File: config.mk
export PLATFORM = sky130hd
export DESIGN_NAME = ram_port_arbiter_flat
export DESIGN_NICKNAME = d
export VERILOG_FILES = /design/src/rtl/ram_port_arbiter_if.sv /design/src/rtl/ram_port_arbiter.sv /design/src/flat_wrapper.sv
export SDC_FILE = /design/constraint.sdc
export NUM_CORES = 1
export LEC_CHECK = 0
export CAP_MARGIN = 5
export CORE_MARGIN = 2
export CORE_UTILIZATION = 19
export CTS_CLUSTER_SIZE = 24
export DETAILED_ROUTE_END_ITERATION = 10
export PLACE_DENSITY = 0.84
export REMOVE_ABC_BUFFERS = 1
export SYNTH_ARGS = -nofsm -noshare
export SYNTH_HDL_FRONTEND = slang
export SYNTH_SLANG_ARGS = --single-unit
export TNS_END_PERCENT = 20
File: constraint.sdc
create_clock -name clk -period 1.6 [get_ports clk]
set_input_delay 0.24 -clock clk [delete_from_list [all_inputs] [get_ports clk]]
set_output_delay 0.24 -clock clk [all_outputs]
set_load 0.03 [all_outputs]
File: src/rtl/ram_port_arbiter_if.sv
// Signal bundle between two RAM requesters, the arbiter and the single RAM port.
// The slave modport is the arbiter's view; master is the requester/RAM environment.
interface ram_port_arbiter_if #(
   parameter int DATA_WIDTH = 9,
   parameter int ADDR_WIDTH = 15
);
   logic                  req_a;
   logic                  we_a;
   logic [ADDR_WIDTH-1:0] addr_a;
   logic [DATA_WIDTH-1:0] wdata_a;
   logic                  lock_a;
   logic                  gnt_a;
   logic                  rvalid_a;
   logic [DATA_WIDTH-1:0] rdata_a;

   logic                  req_b;
   logic                  we_b;
   logic [ADDR_WIDTH-1:0] addr_b;
   logic [DATA_WIDTH-1:0] wdata_b;
   logic                  lock_b;
   logic                  gnt_b;
   logic                  rvalid_b;
   logic [DATA_WIDTH-1:0] rdata_b;

   logic                  ram_we;
   logic [ADDR_WIDTH-1:0] ram_addr;
   logic [DATA_WIDTH-1:0] ram_wdata;
   logic [DATA_WIDTH-1:0] ram_rdata;

   modport slave (
      input  req_a, we_a, addr_a, wdata_a, lock_a,
      input  req_b, we_b, addr_b, wdata_b, lock_b,
      input  ram_rdata,
      output gnt_a, rvalid_a, rdata_a,
      output gnt_b, rvalid_b, rdata_b,
      output ram_we, ram_addr, ram_wdata
   );

   modport master (
      output req_a, we_a, addr_a, wdata_a, lock_a,
      output req_b, we_b, addr_b, wdata_b, lock_b,
      output ram_rdata,
      input  gnt_a, rvalid_a, rdata_a,
      input  gnt_b, rvalid_b, rdata_b,
      input  ram_we, ram_addr, ram_wdata
   );
endinterface

File: src/rtl/ram_port_arbiter.sv
// Two-requester round-robin arbiter in front of one single-port RAM with registered read data.
// Define RAM_ARB_LOCK_EN to let a requester hold the port for up to MAX_LOCK consecutive grants.
module ram_port_arbiter #(
   parameter int DATA_WIDTH = 9,
   parameter int ADDR_WIDTH = 15,
   parameter int MAX_LOCK   = 8
) (
   input  logic              clk,
   input  logic              rst_n,
   ram_port_arbiter_if.slave bus
);

   logic last_b;
   logic pick_a;
   logic pick_b;
   logic hold_a;
   logic hold_b;
   logic gnt_a;
   logic gnt_b;
   logic rvalid_a_q;
   logic rvalid_b_q;

   // Round-robin choice: on a tie the requester that did not win last time goes first.
   always_comb begin
      pick_a = 1'b0;
      pick_b = 1'b0;
      if (bus.req_a && bus.req_b) begin
         pick_a = last_b;
         pick_b = !last_b;
      end else begin
         pick_a = bus.req_a;
         pick_b = bus.req_b;
      end
   end

`ifdef RAM_ARB_LOCK_EN
   localparam logic [1:0] IDLE  = 2'd0;
   localparam logic [1:0] OWN_A = 2'd1;
   localparam logic [1:0] OWN_B = 2'd2;

   logic [1:0] state;
   logic [7:0] lock_cnt;
   logic       lock_room;

   assign lock_room = lock_cnt < 8'(MAX_LOCK);
   assign hold_a    = (state == OWN_A) && bus.req_a && bus.lock_a && lock_room;
   assign hold_b    = (state == OWN_B) && bus.req_b && bus.lock_b && lock_room;

   // A burst ends as soon as the owner stops holding; that cycle's winner may start a new one.
   always_ff @(posedge clk or negedge rst_n) begin
      if (!rst_n) begin
         state    <= IDLE;
         lock_cnt <= '0;
      end else if (hold_a || hold_b) begin
         lock_cnt <= lock_cnt + 8'd1;
      end else if (gnt_a && bus.lock_a) begin
         state    <= OWN_A;
         lock_cnt <= 8'd1;
      end else if (gnt_b && bus.lock_b) begin
         state    <= OWN_B;
         lock_cnt <= 8'd1;
      end else begin
         state    <= IDLE;
         lock_cnt <= '0;
      end
   end
`else
   logic [7:0] unused_max_lock;
   logic       unused_lock;

   assign unused_max_lock = 8'(MAX_LOCK);
   assign unused_lock     = bus.lock_a ^ bus.lock_b;
   assign hold_a          = 1'b0;
   assign hold_b          = 1'b0;
`endif

   // Grants are gated by reset so nothing reaches the RAM while rst_n is low.
   assign gnt_a     = rst_n & (hold_a | (~hold_b & pick_a));
   assign gnt_b     = rst_n & (hold_b | (~hold_a & pick_b));
   assign bus.gnt_a = gnt_a;
   assign bus.gnt_b = gnt_b;

   always_comb begin
      bus.ram_we    = 1'b0;
      bus.ram_addr  = bus.addr_a;
      bus.ram_wdata = bus.wdata_a;
      if (gnt_b) begin
         bus.ram_we    = bus.we_b;
         bus.ram_addr  = bus.addr_b;
         bus.ram_wdata = bus.wdata_b;
      end else if (gnt_a) begin
         bus.ram_we = bus.we_a;
      end
   end

   always_ff @(posedge clk or negedge rst_n) begin
      if (!rst_n) begin
         last_b     <= 1'b1;
         rvalid_a_q <= 1'b0;
         rvalid_b_q <= 1'b0;
      end else begin
         if (gnt_a) begin
            last_b <= 1'b0;
         end else if (gnt_b) begin
            last_b <= 1'b1;
         end
         rvalid_a_q <= gnt_a & ~bus.we_a;
         rvalid_b_q <= gnt_b & ~bus.we_b;
      end
   end

   assign bus.rvalid_a = rvalid_a_q;
   assign bus.rvalid_b = rvalid_b_q;
   assign bus.rdata_a  = bus.ram_rdata;
   assign bus.rdata_b  = bus.ram_rdata;

endmodule

File: src/flat_wrapper.sv
// flat-port wrapper written by rule: the top's interface ports become plain ports
module ram_port_arbiter_flat 
#(
   parameter int DATA_WIDTH = 9,
   parameter int ADDR_WIDTH = 15,
   parameter int MAX_LOCK   = 8
)
  (clk, rst_n, bus_req_a, bus_we_a, bus_addr_a, bus_wdata_a, bus_lock_a, bus_req_b, bus_we_b, bus_addr_b, bus_wdata_b, bus_lock_b, bus_ram_rdata, bus_gnt_a, bus_rvalid_a, bus_rdata_a, bus_gnt_b, bus_rvalid_b, bus_rdata_b, bus_ram_we, bus_ram_addr, bus_ram_wdata);
  ram_port_arbiter_if #(.DATA_WIDTH(DATA_WIDTH), .ADDR_WIDTH(ADDR_WIDTH)) bus_i ();
  input  logic clk;
  input  logic rst_n;
  input wire logic [$bits(bus_i.req_a)-1:0] bus_req_a;
  input wire logic [$bits(bus_i.we_a)-1:0] bus_we_a;
  input wire logic [$bits(bus_i.addr_a)-1:0] bus_addr_a;
  input wire logic [$bits(bus_i.wdata_a)-1:0] bus_wdata_a;
  input wire logic [$bits(bus_i.lock_a)-1:0] bus_lock_a;
  input wire logic [$bits(bus_i.req_b)-1:0] bus_req_b;
  input wire logic [$bits(bus_i.we_b)-1:0] bus_we_b;
  input wire logic [$bits(bus_i.addr_b)-1:0] bus_addr_b;
  input wire logic [$bits(bus_i.wdata_b)-1:0] bus_wdata_b;
  input wire logic [$bits(bus_i.lock_b)-1:0] bus_lock_b;
  input wire logic [$bits(bus_i.ram_rdata)-1:0] bus_ram_rdata;
  output wire logic [$bits(bus_i.gnt_a)-1:0] bus_gnt_a;
  output wire logic [$bits(bus_i.rvalid_a)-1:0] bus_rvalid_a;
  output wire logic [$bits(bus_i.rdata_a)-1:0] bus_rdata_a;
  output wire logic [$bits(bus_i.gnt_b)-1:0] bus_gnt_b;
  output wire logic [$bits(bus_i.rvalid_b)-1:0] bus_rvalid_b;
  output wire logic [$bits(bus_i.rdata_b)-1:0] bus_rdata_b;
  output wire logic [$bits(bus_i.ram_we)-1:0] bus_ram_we;
  output wire logic [$bits(bus_i.ram_addr)-1:0] bus_ram_addr;
  output wire logic [$bits(bus_i.ram_wdata)-1:0] bus_ram_wdata;
  assign bus_i.req_a = bus_req_a;
  assign bus_i.we_a = bus_we_a;
  assign bus_i.addr_a = bus_addr_a;
  assign bus_i.wdata_a = bus_wdata_a;
  assign bus_i.lock_a = bus_lock_a;
  assign bus_i.req_b = bus_req_b;
  assign bus_i.we_b = bus_we_b;
  assign bus_i.addr_b = bus_addr_b;
  assign bus_i.wdata_b = bus_wdata_b;
  assign bus_i.lock_b = bus_lock_b;
  assign bus_i.ram_rdata = bus_ram_rdata;
  assign bus_gnt_a = bus_i.gnt_a;
  assign bus_rvalid_a = bus_i.rvalid_a;
  assign bus_rdata_a = bus_i.rdata_a;
  assign bus_gnt_b = bus_i.gnt_b;
  assign bus_rvalid_b = bus_i.rvalid_b;
  assign bus_rdata_b = bus_i.rdata_b;
  assign bus_ram_we = bus_i.ram_we;
  assign bus_ram_addr = bus_i.ram_addr;
  assign bus_ram_wdata = bus_i.ram_wdata;
  ram_port_arbiter #(.DATA_WIDTH(DATA_WIDTH), .ADDR_WIDTH(ADDR_WIDTH), .MAX_LOCK(MAX_LOCK)) u_core (.clk(clk), .rst_n(rst_n), .bus(bus_i));
endmodule
## Word-level counts from Yosys, hierarchy flattened

Cells that the tools add are included.

- Muxes and demuxes: 8
- Bitwise logic cells: 6
- Reductions and logical operators: 3

Operators with widths:

| cell | count |
|---|---|
| $mux 15 | 1 |
| $mux 9 | 1 |
| $mux 1 | 6 |
| $and 1x1->1 | 4 |
| $not 1->1 | 2 |
| $reduce_bool 2->1 | 1 |
| $logic_and 1x1->1 | 1 |
| $logic_not 1->1 | 1 |

- Flip-flop bits (word level): 3
- Output and inout port bits: 47
- Logic and storage cells: 20

## Logic depth before layout (Yosys ltp)

Gate-level depths: netlist of the first run.

- Depth after elaboration: 5
- Mapped depth: 5
- Gate-level depth less buffers: 3

## Worst setup path before layout of the first run

No wires, ideal clock.

- Path type: register to output
- From: reg u_core.last_b
- To: out bus_ram_we
- Arrival time: 1.404 ns
- Required time: 1.360 ns
- Setup slack: -0.044 ns
- Cell stages (with the launch flop): 4
- Path buffers: 0
- Path through: dfstp_2 nand2b_1 nand3_1 a21boi_0

- Longest elaborated chain between the ends: 4

Ends and longest elaborated chain:

| element | line | source |
|---|---|---|
| start: declaration | ram_port_arbiter.sv:13 | `logic last_b;` |
| start signal: assignment | ram_port_arbiter.sv:98 | `last_b <= 1'b1;` |
| start signal: assignment | ram_port_arbiter.sv:103 | `last_b <= 1'b0;` |
| start signal: assignment | ram_port_arbiter.sv:105 | `last_b <= 1'b1;` |
| $mux 1 or $logic_not 1->1 (tied branches) | ram_port_arbiter.sv:27, ram_port_arbiter.sv:29 |  |
| $and 1x1->1 or $mux 1 (tied branches) | ram_port_arbiter.sv:78, ram_port_arbiter.sv:27 |  |
| $mux 1 or $and 1x1->1 (tied branches) | ram_port_arbiter.sv:91, ram_port_arbiter.sv:79 |  |
| $mux 1 (*) | ram_port_arbiter.sv:87 | `if (gnt_b) begin` |
| end: declaration | flat_wrapper.sv:29 | `output wire logic [$bits(bus_i.ram_we)-1:0] bus_ram_we;` |

Every way passes the cells marked *; elsewhere a longest branch is shown, timed or not.

## Final worst setup path of the first run

- From: reg u_core.last_b
- To: out bus_ram_addr[10]

- Longest elaborated chain between the ends: 4

Ends and longest elaborated chain:

| element | line | source |
|---|---|---|
| $logic_not 1->1 | ram_port_arbiter.sv:29 | `pick_b = !last_b;` |
| $mux 1 | ram_port_arbiter.sv:27 | `if (bus.req_a && bus.req_b) begin` |
| $and 1x1->1 | ram_port_arbiter.sv:79 | `assign gnt_b = rst_n & (hold_b \| (~hold_a & pick_b));` |
| $mux 15 | ram_port_arbiter.sv:87 |  |
| end: declaration | flat_wrapper.sv:30 | `output wire logic [$bits(bus_i.ram_addr)-1:0] bus_ram_addr;` |

No other way between the ends.

==> results of run 1 <==
-- cells by family after synthesis --
family | after synthesis | synth area share [%]
multiplexers | 24 | 50.8
AO/OA/AOI/OAI | 3 | 2.83
AND/OR/NAND/NOR | 8 | 6.78
flip-flops | 3 | 11.5
buffers and inverters | 21 | 28.1
-- power groups by stage --
stage / Combinational [mW] / Clock (mW) / Sequential [mW]
after floorplan: 0.245 / 0 / 0.0965
after global routing: 0.646 / 0.149 / 0.0933
after detailed placement: 0.501 / 0 / 0.0915
final: 0.620 / 0.139 / 0.0923
after CTS: 0.605 / 0.144 / 0.0921
after global placement: 0.488 / 0 / 0.0910
-- what timing repair did --
action | in CTS | in global routing
cloned | 4 | 0
resized for setup | 78 | 5
setup endpoints to repair | 26 | 27
buffers inserted | 4 | 1
endpoints found under the hold margin | 0 | 0
pin swaps | 1 | 0
-- worst max-delay path, cell delays in order, from the launching register on --
cell,delay [ns]
sky130_fd_sc_hd__dfstp_2,0.54
sky130_fd_sc_hd__nand2_2,0.05
sky130_fd_sc_hd__and3_4,0.19
sky130_fd_sc_hd__buf_12,0.14
sky130_fd_sc_hd__buf_16,0.14
sky130_fd_sc_hd__mux2_4,0.30
sky130_fd_sc_hd__buf_6,0.14
-- through the flow --
stage | worst slack [ns] | area [um2] | power, mW | utilization (%) | setup TNS [ns]
final | -0.384 | 1640 | 0.851 | 49.0 | -8.98
after global routing | -0.439 | 1640 | 0.888 | 49.0 | -10.21
after CTS | -0.383 | 1600 | 0.840 | 48.1 | -8.96
after detailed placement | -0.683 | 1340 | 0.592 | 40.2 | -15.08
after global placement | -0.638 | 1340 | 0.579 | 40.2 | -13.91
after floorplan | -0.684 | 478 | 0.342 | - | -14.96
-- area by class of cell --
cell class,count,area [um2]
clock buffer,4,26.3
timing repair buffer,96,1050
multi-input combinational,35,429
tap,46,57.6
fill,326,1700
sequential,3,76.3
-- flip-flops by register name, summed over array words and instances, names as in the netlist --
| register | cells |
|---|---|
| u_core.bus.rvalid_a | 1 |
| u_core.bus.rvalid_b | 1 |
| u_core.last_b | 1 |
-- cells in the mapped netlist --
library cell	count
sky130_fd_sc_hd__a31oi_1	1
sky130_fd_sc_hd__buf_12	2
sky130_fd_sc_hd__mux2_4	18
sky130_fd_sc_hd__and3_1	2
sky130_fd_sc_hd__nand3_1	2
sky130_fd_sc_hd__nor2b_1	2
sky130_fd_sc_hd__buf_6	1
sky130_fd_sc_hd__dfrtp_1	2
sky130_fd_sc_hd__dfstp_2	1
sky130_fd_sc_hd__a21oi_1	1
sky130_fd_sc_hd__mux2_2	6
sky130_fd_sc_hd__buf_4	18
sky130_fd_sc_hd__a21boi_0	1
sky130_fd_sc_hd__nand2b_1	1
sky130_fd_sc_hd__nand2_1	1
-- metal layers --
metal	share of wire, %	vias up
li1	-	347
met1	31	374
met2	59	60
met3	8.6	4
met4	1.1	0
met5	0	-
-- final timing paths --
check                                           end  depth (start not counted)
worst min-delay path            u_core.bus.rvalid_a                          2
max in group asynchronous             u_core.last_b                          2
worst max register to register  u_core.bus.rvalid_b                          6
worst max-delay path               bus_ram_addr[10]                          6
worst min register to register        u_core.last_b                          3
min in group clk                      u_core.last_b                          2
==> run summary, run 1 <==
================================================================================
Status                                                              finished, violations left
Failing checks                                                      setup timing
Beginning of the critical path                                      u_core.last_b
Final hold violation count                                                     0
Final Critical Period                                                    1.98 ns
Endpoint arrival time on the critical path                               1.74 ns
Number of detailed-route iterations in the first pass                          1
Maximum level of the CTS H-tree                                                1
Final HPWL from detailed placement                                       2.12 mm
Final setup skew                                                      0.00138 ns
Die span in x                                                            63.1 um
Fmax                                                                     504 MHz
Reg clk slew, reported paths                                             0.04 ns
Slew Limit Headroom                                                        79.6%
Combinational share of power                                               72.8%
Layout cell share with drive strength beyond 1                             53.6%
Antenna violations before repair                                               0
Synthesis-to-layout area growth                                             146%
Net total in the final layout                                                204
Initial standard-cell utilization of the core                              19.9%
Top post-synthesis cells by area                                    sky130_fd_sc_hd__mux2_4, sky130_fd_sc_hd__buf_4, sky130_fd_sc_hd__mux2_2
Via total after detailed routing                                             785
Final hold slack                                                       0.0983 ns
Area of the core                                                        3340 um2
Port bufs                                                                     82
Maximum fanout along the worst path                                            5
Layer with the highest usage                                                met2
WL/cell                                                                  15.4 um
Number of different library cells in the post-synthesis netlist               15
Type of destination of the critical path                             output port
R2r startpoint                                                      u_core.last_b
Antenna Nets Post-Route                                                        0
Row count                                                                     21
Worst Hold Class                                                    input pin to asynchronous set/reset pin
Count of yosys warnings during synthesis                                       0
Combined area of all synthesized cells                                   664 um2
P_sw                                                                    0.297 mW
Met1 usage in global routing                                               12.6%
Maximum number of pins on one net before global-route repair                   6
Switching part of the total power                                          34.9%
Internal cell power                                                     0.554 mW
Seq/Total Area, Yosys                                                      11.5%
Total gr overflow                                                              0
Die span in y                                                            63.1 um
Synthesized flop and latch total                                               3
CP Data Required Time                                                    1.36 ns
Sequential group share of total power                                      10.8%
TritonCTS clock tree                                                       built
Cell leakage power                                                      0.721 nW
Mean area per synthesized cell                                          11.3 um2
Number of placed instances with taps included                                171
Unrepaired setup endpoints after global routing                              yes
Leading cell types in the layout, fill and taps excluded            sky130_fd_sc_hd__clkdlybuf4s50_1, sky130_fd_sc_hd__buf_6, sky130_fd_sc_hd__mux2_4, sky130_fd_sc_hd__buf_4, sky130_fd_sc_hd__mux2_2
Overall Global Routing Usage                                               13.9%
Initial DRC Count                                                              0
IO Count                                                                     112
Power density relative to cell area                                   520 nW/um2
Class of the most critical setup path                               flop to output port
Clock root cell                                                     sky130_fd_sc_hd__clkbuf_4
Most common library cell in the layout ignoring fill and taps       sky130_fd_sc_hd__clkdlybuf4s50_1
Met3 Track Usage GR                                                        5.89%
VDD IR-drop max                                                         0.179 mV
Period utilization                                                          124%
Cell type with the largest total area after synthesis               sky130_fd_sc_hd__mux2_4
Max Transition Viols Final                                                     0
Total of endpoints with negative setup slack in the final report              26
Setup slack of the worst register-to-register path                       0.22 ns
Hold-fix buffers, CTS                                                          0
Clock Path Buffers                                                             2
Die Footprint                                                           3990 um2
Met2 GRT Util                                                              27.1%
Average vias per placed instance                                            4.27
Least-Margin Pin Slew                                                   0.305 ns
Max-cap viol count                                                             0
Worst skew pair latency                                                  0.24 ns
Final estimated routing congestion in global placement                     0.742
Number of sinks driven by the clock tree                                       3
Post-Syn Instances                                                            59
Total wire length                                                        2.84 mm
Fin worst setup slack                                                  -0.384 ns
Count of inserted antenna diode cells                                          0
Number of global-route vias before repair                                    908
Final cell count without fillers                                             184
Remaining design rule violation count                                          0
Clock power frac                                                           16.3%
Critical Path Start Type                                                    flop
First-pass GRT wire length                                               4.25 mm
Inserted Clock Buffers                                                         3
Fraction of post-synthesis cell area in the top cell type by area          40.7%
================================================================================
Note: power is estimated with default switching activity, not from simulation.
==> run 2: changes to the inputs <==
--- a/config.mk
+++ b/config.mk
@@ -6,11 +6,13 @@
 export NUM_CORES = 1
 export LEC_CHECK = 0
 export CAP_MARGIN = 5
+export CELL_PAD_IN_SITES_DETAIL_PLACEMENT = 1
+export CELL_PAD_IN_SITES_GLOBAL_PLACEMENT = 2
 export CORE_MARGIN = 2
-export CORE_UTILIZATION = 19
+export CORE_UTILIZATION = 10
 export CTS_CLUSTER_SIZE = 24
 export DETAILED_ROUTE_END_ITERATION = 10
-export PLACE_DENSITY = 0.84
+export PLACE_DENSITY_LB_ADDON = 0.1
 export REMOVE_ABC_BUFFERS = 1
 export SYNTH_ARGS = -nofsm -noshare
 export SYNTH_HDL_FRONTEND = slang
==> run 2 against run 1 <==
Compared with the run above:
- the flow still finishes with violations (setup timing)
- flip-flop and latch count is the same
- global-route usage shrank 5.3 points
- first-iteration DRC count grew 2
- power grew 7.2%
- register-to-register slack gained 0.20 ns
- non-clock buffer count shrank 2
- sequential power grew 2%
- clock-buffer cell count is the same
- utilization shrank 23 points
- via count grew 0.13%
- worst hold slack gained 0.070 ns
- largest cell class unchanged
- largest power group unchanged
- highest routed layer unchanged
==> run summary, run 2 (synthesized netlist as in run 1, its figures left out) <==
===============================================================================
Status                                                             finished, violations left
Failing checks                                                     setup timing
Top layer used by detailed routing                                         met4
Area of the core                                                       6390 um2
Maximum fanout along the worst path                                           8
Die span in x                                                           85.5 um
Class of the most critical setup path                              flop to output port
Antenna violations before repair                                              0
Cell family with most CP delay                                       flip-flops
VDD IR-drop max                                                        0.156 mV
Number of detailed-route iterations in the first pass                         2
Maximum level of the CTS H-tree                                               1
Total wire length                                                       3.13 mm
Total of endpoints with negative setup slack in the final report             25
Remaining design rule violation count                                         0
Setup_tns                                                              -5.43 ns
Via total after detailed routing                                            786
Clock root cell                                                    sky130_fd_sc_hd__clkbuf_8
Initial standard-cell utilization of the core                             10.4%
TritonCTS clock tree                                                      built
Final hold violation count                                                    0
Synthesis-to-layout area growth                                            148%
Final cell count without fillers                                            214
Met2 WL post-DR                                                         1.80 mm
Net total in the final layout                                               203
Average vias per placed instance                                           3.67
Utilization after layout                                                  25.8%
WL/cell                                                                 14.6 um
Leading cell types in the layout, fill and taps excluded           sky130_fd_sc_hd__clkdlybuf4s50_1, sky130_fd_sc_hd__buf_6, sky130_fd_sc_hd__mux2_4, sky130_fd_sc_hd__buf_4, sky130_fd_sc_hd__mux2_2
Unrepaired setup endpoints after global routing                             yes
Delay of the slowest cell on the worst path                             0.55 ns
Worst path slowest cell                                            sky130_fd_sc_hd__dfstp_2
Period utilization                                                         116%
Fin worst setup slack                                                 -0.249 ns
Hold-fix buffers, CTS                                                         0
Final setup skew                                                    0.000997 ns
Number of placed instances with taps included                               207
Final HPWL from detailed placement                                      2.61 mm
Maximum number of pins on one net before global-route repair                  9
Least-Margin Pin Slew                                                  0.316 ns
Number of cells on the critical path                                          5
Clock Path Buffers                                                            2
Die Footprint                                                          7310 um2
Row count                                                                    29
Most common library cell in the layout ignoring fill and taps      sky130_fd_sc_hd__clkdlybuf4s50_1
Initial DRC Count                                                             2
Wire length on met1                                                      919 um
Slew Limit Headroom                                                       78.9%
Met3 wirelength from detailed routing                                    357 um
Antenna Nets Post-Route                                                       0
Number of cells on the worst reg-to-reg path                                  4
Max Transition Viols Final                                                    0
Critical Path Start Type                                                   flop
Layout cell share with drive strength beyond 1                            52.6%
Max-cap viol count                                                            0
Final Critical Period                                                   1.85 ns
Type of destination of the critical path                            output port
Cell breakdown of the critical path                                nand2_4 -> and3_4 -> buf_12 -> mux2_4 -> buf_6
Number of sinks driven by the clock tree                                      3
Worst Hold Class                                                   input pin to asynchronous set/reset pin
Inserted Clock Buffers                                                        3
Count of inserted antenna diode cells                                         0
Final estimated routing congestion in global placement                    0.600
Overall Global Routing Usage                                              8.55%
CP Data Required Time                                                   1.36 ns
Die span in y                                                           85.5 um
Power density relative to cell area                                  553 nW/um2
Total gr overflow                                                             0
Cell leakage power                                                     0.711 nW
Buffers plus inverters on the worst setup path                                2
Endpoint arrival time on the critical path                              1.61 ns
Overall power after layout                                             0.912 mW
Port bufs                                                                    82
First-pass GRT wire length                                              4.83 mm
IO Count                                                                    112
Fmax                                                                    541 MHz
Number of filler instances in the final layout                              731
Worst skew pair latency                                                 0.22 ns
Setup slack of the worst register-to-register path                      0.42 ns
Reg clk slew, reported paths                                            0.03 ns
Number of global-route vias before repair                                   967
===============================================================================
## run 2: changes by cell type in the layout (fill, tap and decap cells not counted), moves of 2 or more
cell                       change
sky130_fd_sc_hd__buf_12        +2
sky130_fd_sc_hd__buf_16        -3
sky130_fd_sc_hd__clkbuf_4      -3
sky130_fd_sc_hd__clkbuf_8      +3
## run 2: layer usage
layer	global-route usage, %	up-vias
met5	1.40	-
met4	3.03	0
met3	3.66	5
met2	16.3	71
met1	7.97	363
li1	-	347
## run 2: power breakdown
group / internal [mW] / total (mW) / leakage [nW] / switching, mW
Clock: 0.170 / 0.221 / 0.0228 / 0.0508
Sequential: 0.0874 / 0.0939 / 0.0377 / 0.00644
Combinational: 0.355 / 0.598 / 0.651 / 0.242
## run 2: per-stage QoR
stage / hold slack (ns) / instance area [um2] / setup slack (ns)
global route: 0.189 / 1650 / -0.297
finish: 0.168 / 1650 / -0.249
CTS: 0.162 / 1630 / -0.257
floorplan: -0.0556 / 478 / -0.684
global placement: 0.481 / 1440 / -0.680
detailed placement: 0.481 / 1440 / -0.706
## run 2: cell type report
cell class | instances | area (um2) | share of cell area [%]
Timing Repair Buffer | 94 | 995 | 60.3
Multi-Input combinational cell | 36 | 438 | 26.5
Tap cell | 77 | 96.3 | 5.84
Sequential cell | 3 | 76.3 | 4.62
Clock buffer | 4 | 45.0 | 2.73
## run 2: what timing repair did
item / 4_1_cts / 5_1_grt
cloned: 1 / 0
resized for setup: 74 / 3
buffers inserted: 3 / 0
endpoints found under the setup margin: 25 / 26
pin swaps: 2 / 0
## run 2: worst paths after layout
| path | from | end |
|---|---|---|
| max | u_core.last_b | bus_ram_addr[10] |
| min | rst_n | u_core.bus.rvalid_a |
| min reg2reg | u_core.last_b | u_core.last_b |
| max in group asynchronous | rst_n | u_core.last_b |
| max reg2reg | u_core.last_b | u_core.bus.rvalid_a |
| min in group clk | bus_ram_rdata[0] | bus_rdata_a[0] |
